===== config.mk =====
export PLATFORM = sky130hd
export DESIGN_NAME = fetch_unit
export DESIGN_NICKNAME = d
export VERILOG_FILES = /design/src/rtl/fetch_unit.sv
export SDC_FILE = /design/constraint.sdc
export NUM_CORES = 1
export LEC_CHECK = 0
export CORE_ASPECT_RATIO = 1.75
export CORE_MARGIN = 5
export CORE_UTILIZATION = 58
export CTS_BUF_LIST = sky130_fd_sc_hd__clkbuf_8
export DETAILED_ROUTE_END_ITERATION = 16
export DONT_BUFFER_PORTS = 1
export PLACE_DENSITY = 0.74
export SETUP_SLACK_MARGIN = 0.3
export SLEW_MARGIN = 15
export SYNTH_ARGS = -nofsm -noshare
export SYNTH_HDL_FRONTEND = slang
export SYNTH_SLANG_ARGS = --single-unit

===== constraint.sdc =====
create_clock -name clk -period 6.9 [get_ports clk]
set_input_delay 1.38 -clock clk [delete_from_list [all_inputs] [get_ports clk]]
set_output_delay 1.38 -clock clk [all_outputs]
set_load 0.1 [all_outputs]

===== src/rtl/fetch_unit.sv =====
// Instruction fetch unit: walks a word-aligned PC through instruction memory
// and queues {pc, instr} pairs in a small FIFO for decode. A redirect flushes
// the FIFO and restarts fetch at the new target.
//
// Ports:
//   clk, rst           clock, synchronous active-high reset
//   imem_addr/imem_en  fetch address (word aligned) and request strobe
//   imem_data          instruction word, combinationally valid with imem_en
//   redirect_valid/pc  branch/jump redirect strobe and target
//   out_valid/ready    decode handshake for the head FIFO entry
//   out_instr/out_pc   head FIFO entry payload
//   fetch_count        words pushed since reset (wraps)
module fetch_unit #(
   parameter logic [31:0] RESET_PC = 32'h0000_0000,
   parameter int unsigned DEPTH    = 4
) (
   input  logic        clk,
   input  logic        rst,
   output logic [31:0] imem_addr,
   output logic        imem_en,
   input  logic [31:0] imem_data,
   input  logic        redirect_valid,
   input  logic [31:0] redirect_pc,
   output logic        out_valid,
   input  logic        out_ready,
   output logic [31:0] out_instr,
   output logic [31:0] out_pc,
   output logic [31:0] fetch_count
);

   localparam int unsigned PTR_W = $clog2(DEPTH);
   localparam int unsigned OCC_W = PTR_W + 1;
   localparam logic [OCC_W-1:0] OCC_FULL = OCC_W'(DEPTH);
   localparam logic [31:0] RESET_PC_ALIGNED = {RESET_PC[31:2], 2'b00};

   localparam logic [1:0] S_BOOT  = 2'b00;
   localparam logic [1:0] S_FETCH = 2'b01;
   localparam logic [1:0] S_FULL  = 2'b10;

   logic [1:0]       state;
   logic [1:0]       state_nxt;
   logic [31:0]      fetch_pc;
   logic [PTR_W-1:0] head;
   logic [PTR_W-1:0] tail;
   logic [OCC_W-1:0] occ;
   logic [OCC_W-1:0] occ_nxt;
   logic [31:0]      instr_q [DEPTH];
   logic [31:0]      pc_q    [DEPTH];
   logic             push;
   logic             pop;

   // Request depends only on registered state and the redirect strobe, never on out_ready.
   assign imem_en   = !rst && (state == S_FETCH) && (occ < OCC_FULL) && !redirect_valid;
   assign imem_addr = fetch_pc;
   assign push      = imem_en;

   // Outputs forced to zero while in reset so stale entries never leak out.
   assign out_valid = !rst && (occ != '0);
   assign out_instr = out_valid ? instr_q[head] : 32'h0;
   assign out_pc    = out_valid ? pc_q[head]    : 32'h0;
   assign pop       = out_valid && out_ready;

   // Next occupancy; a redirect empties the FIFO regardless of push/pop.
   always_comb begin
      occ_nxt = occ;
      if (redirect_valid) begin
         occ_nxt = '0;
      end else if (push && !pop) begin
         occ_nxt = occ + OCC_W'(1);
      end else if (!push && pop) begin
         occ_nxt = occ - OCC_W'(1);
      end
   end

   // Next-state logic.
   always_comb begin
      state_nxt = state;
      if (redirect_valid) begin
         state_nxt = S_FETCH;
      end else begin
         case (state)
            S_BOOT:  state_nxt = S_FETCH;
            S_FETCH: if (occ_nxt == OCC_FULL) state_nxt = S_FULL;
            S_FULL:  if (occ_nxt < OCC_FULL)  state_nxt = S_FETCH;
            default: state_nxt = S_BOOT;
         endcase
      end
   end

   // State, pointers, PC and counter.
   always_ff @(posedge clk) begin
      if (rst) begin
         state       <= S_BOOT;
         fetch_pc    <= RESET_PC_ALIGNED;
         head        <= '0;
         tail        <= '0;
         occ         <= '0;
         fetch_count <= 32'h0;
      end else begin
         state <= state_nxt;
         occ   <= occ_nxt;
         if (redirect_valid) begin
            fetch_pc <= redirect_pc & ~32'h3;
            head     <= '0;
            tail     <= '0;
         end else begin
            if (push) begin
               fetch_pc    <= fetch_pc + 32'd4;
               tail        <= tail + PTR_W'(1);
               fetch_count <= fetch_count + 32'd1;
            end
            if (pop) begin
               head <= head + PTR_W'(1);
            end
         end
      end
   end

   // FIFO storage; contents are qualified by occupancy so no reset is needed.
   always_ff @(posedge clk) begin
      if (push) begin
         instr_q[tail] <= imem_data;
         pc_q[tail]    <= fetch_pc;
      end
   end

endmodule


-- Word-level counts from Yosys, hierarchy flattened
Memory sizes are Yosys's and may differ from the RTL's. A register that Yosys moved wholly into a read port is not among the register bits.
Cells that the tools add are included.
- equal/unequal tests: 7
- magnitude comparators: 2
- multiplexer cells: 17
- reductions and logical operators: 18
- $add $sub $neg: 6
- bitwise operators: 1
- operators by type and width (cell ; count):
    $mux 32 ; 4
    $add 32x1->32 const B ; 1
    $add 32x3->32 const B ; 1
    $mux 2 ; 6
    $mux 3 ; 3
    $logic_and 1x1->1 ; 7
    $lt 3x3->1 const B ; 2
    $pmux 2 s3 ; 1
    $reduce_and 2->1 ; 3
    $add 2x1->2 const B ; 2
    $logic_not 1->1 ; 4
    $add 3x1->3 const B ; 1
    $eq 3x3->1 const B ; 1
    $mux 1 ; 3
    $ne 3x2->1 const B ; 1
    $ne 3x3->1 const B ; 1
    $reduce_bool 3->1 ; 1
    $sub 3x1->3 const B ; 1
    $eq 2x1->1 const B ; 1
    $eq 2x2->1 const B ; 1
    $logic_not 2->1 ; 1
    $ne 2x1->1 const B ; 1
    $ne 2x2->1 const B ; 1
    $reduce_bool 2->1 ; 1
    other kinds (2) ; 2
- RAM bits: 256
- register bits: 73
- memories: 2
- input port bits: 68
- output and inout port bits: 130
- logic and storage cells: 61
- memory list (memory ; depth ; bits a word ; read ports ; clocked after memory_dff ; write ports ; RTL line ; text):
    instr_q ; 4 ; 32 ; 1 ; 1 ; 1 ; 47 ; logic [31:0] instr_q [DEPTH];
    pc_q ; 4 ; 32 ; 1 ; 1 ; 1 ; 48 ; logic [31:0] pc_q [DEPTH];

-- Longest topological paths before layout
- word-level depth: 13
- depth in mapped cells: 8
- mapped depth without buffers: 8

-- Worst setup path after synthesis
No wires, ideal clock.
- path type: input-to-output
- start point: in rst
- end point: out out_pc[22]
- setup slack: 1793 ps
- stages on the path: 4
- data required time: 5520 ps
- data arrival time: 3727 ps
- cells stage by stage: clkbuf_1 nor2_1 clkbuf_1 and2_1
- cells in the longest elaborated chain, start to end: 3
- ends and longest elaborated chain (item ; RTL line ; text):
    from (decl) ; 18 ; input logic rst,
    $logic_not 1->1 ; 58 ; assign out_valid = !rst && (occ != '0);
    $logic_and 1x1->1 ; 58 ;
    via out_valid ; 24 ; output logic out_valid,
    $mux 32 ; 60 ; assign out_pc = out_valid ? pc_q[head] : 32'h0;
    to (decl) ; 27 ; output logic [31:0] out_pc,
The timed path passes the listed nets, and every way through them passes these cells.

-- Worst setup path in the final report
- start point: reg occ[0]
- end point: out out_pc[27]
- cells in the longest elaborated chain, start to end: 3
- ends and longest elaborated chain (item ; RTL line ; text):
    from (decl) ; 45 ; logic [OCC_W-1:0] occ;
    from (signal assigned) ; 101 ; occ <= occ_nxt;
    $reduce_bool 3->1 ; 58 ;
    $logic_and 1x1->1 ; 58 ;
    $mux 32 ; 60 ;
Every way passes these cells.

==> results.toml <==
[synth]
ys_warn_count = 0
yosysSeqAreaShare_pct = 68.6
synthArstFlopShare_pct = 0
synth_top_area_cell = "edfxtp_1"
syn-instance-count = 831
synth.avg_cell_area_um2 = 15.6
synth_area_leaders = "edfxtp_1 (57%), dfxtp_1 (11%), mux4_2 (11%)"
ys_top_cells_by_count = "edfxtp_1 (248), nor2_1 (75), dfxtp_1 (73), and2_1 (63), mux4_2 (62)"
synth.distinct_cells = 46
syn-cell-area_um2 = 13000
ys_ff_latch = 321
synthMostInstantiatedCell = "edfxtp_1"
synth_top_area_share_pct = 57.4
synth-edff-count = 248
synth_ff_type = "edfxtp_1"

[cts]
clk_pin_slew_ps = 70
clock-sinks = 321
post_cts_buffers = 0
ctsRootBufferMaster = "clkbuf_8"
clkLatencyLatePin_ps = 550
ctsHtreeMaxLevel = 2
numCtsBuffers = 45
cts.repair.resized = 0
ctsHoldBuffers = 0
cts_tree = "built"
clk_path_buf_depth = 3

[timing]
post-route-period-util_pct = 67.1
tightest_slew_ps = 1200
setup_viol = 0
fin_crit_ps = 4630
whs_ps = 514
rsz0062_at_grt = "no"
slew_viol_final = 0
max_slew_margin_pct = 20.1
clock-skew-final_ps = 19.6
hold_violations = 0
fmax_mhz = 216
tns_ps = 0

[power_and_ir_drop]
p_sw_share_pct = 25.0
power_mw = 3.87
switchingPower_mw = 0.968
power_frac_clock_pct = 36.5
power_density_nw_per_um2 = 271
combPwrFrac_pct = 7.7
ir_drop_uv = 215
p_leak_nw = 4.69
seq_power_share_pct = 55.8
p_int_mw = 2.91

[floorplan]
fp.dieH_um = 208
fp-row-count = 72
die_w_um = 123
pin_count = 198
start_util_pct = 58.8
coreArea_um2 = 22100
dieArea_um2 = 25600

[finish]
nNetsFinal = 942
fillers = 1553
area_delta_synth_final_pct = 10.1
layout-drive-gt1-share_pct = 19.0
antennaDiodeCount = 0
layoutNonFillerInstCount = 1198

[placement]
placed_cells = 1114
routabilityCongestion = 0.835
dpl.hpwl_um = 16900
port_buffers = 0

[setup_path]
start_kind = "register"
cp.arrival_ps = 3250
r2r_start = "fetch_count[0]"
critPathRequiredTime_ps = 5520
critical_path_peak_fanout = 63
path_class = "register to output port"
worstSetupStartpoint = "occ[0]"
cp-end-kind = "output port"

[grt]
met3_usage_pct = 7.93
grt_max_degree = 69
grt_antenna_before_repair = 0
use_met2_pct = 37.4
overflow = 0
grt_pass1_vias = 7331
use_met1_pct = 22.4
grt_pass1_wl_um = 41000
globalRouteTotalUtil_pct = 21.0
busiest_layer = "met2"

[detailed_routing]
drc = 0
vias_per_cell = 5.75
vias = 6890
routedWlPerCell_um = 21.8
postRouteAntennaNets = 0
wl_um = 26200
drt_first_iter_violations = 394
firstDrtPassIters = 5

[hold_path]
hold_class = "register to register"
hold_start = "tail[1]"

[run_status]
status = "complete, no violations"

[flow_run]
drv_cap = 0
## worst max-delay path, cell delays in order, from the launching register on
cell	delay (ps)
dfxtp_1	400
inv_1	120
ha_1	210
nor2b_1	190
nor2_4	790
and2_1	910
## cells by family (layout without fill, tap and decap cells)
family,Yosys count,in the layout,share of synthesized area [%]
AO/OA/AOI/OAI,46,46,2.24
XOR/XNOR,62,62,4.18
adder cells (fa/ha/maj),9,9,0.867
buffers and inverters,58,126,1.86
flip-flops,321,321,68.6
multiplexers,68,68,11.2
other,1,4,0.0289
AND/OR/NAND/NOR,266,266,11.0
## final cells by class
class                   count  area (um2)  share of cell area [%]
flip-flops and latches    321        8920                    62.4
inverters                  17        63.8                   0.447
repair buffers             25         188                    1.31
multi-input cells         455        3870                    27.1
well taps                 296         370                    2.59
clock inverters            35         204                    1.43
clock buffers              49         674                    4.72
## power by group through the flow
stage / logic, mW / registers (mW) / clock network [mW]
floorplan: 0.202 / 2.26 / 0
global placement: 0.294 / 2.20 / 0
detailed placement: 0.300 / 2.20 / 0
CTS: 0.301 / 2.16 / 1.45
global route: 0.312 / 2.17 / 1.54
finish: 0.298 / 2.16 / 1.41
## state kept, by name, indices dropped and copies added (netlist names), named ones only
name / flops
instr_q: 128
pc_q: 120
fetch_count: 32
imem_addr: 30
occ: 3
head: 2
state: 2
tail: 2
## cell usage in the layout, fill, tap and decap left out, types with 6 or more instances in the layout
cell / n
edfxtp_1: 248
nor2_1: 74
dfxtp_1: 70
and2_1: 63
mux4_2: 62
clkbuf_8: 49
nand2_1: 38
xnor2_1: 32
xor2_1: 30
inv_1: 25
buf_4: 25
a21oi_1: 21
nand3_1: 20
nand4_1: 18
clkinv_2: 13
a211oi_1: 10
and3_1: 10
ha_1: 9
clkinv_1: 9
nor3_1: 8
mux2i_1: 6
o21ai_1: 6
## worst paths after layout
check	endpoint	slack, ps	depth (start not counted)
worst max register to register	fetch_count[24]	3690	7
worst min-delay path	tail[1]	510	2
worst min register to register	tail[1]	510	2
worst max-delay path	out_pc[27]	2270	5
## routing by layer
metal / routed length, um / share of wire [%]
met1: 8880 / 34
met3: 2400 / 9.2
met4: 591 / 2.3
met2: 14300 / 55
met5: 0 / 0
## stage by stage
stage	setup WS [ps]	area (um2)	util, %
after floorplan	1790	13000	-
after global placement	2470	13400	60.8
after detailed placement	2310	13400	60.8
after CTS	2170	14300	64.7
after global routing	2020	14300	64.8
final	2270	14300	64.8
Power figures use the tool's default switching activity.
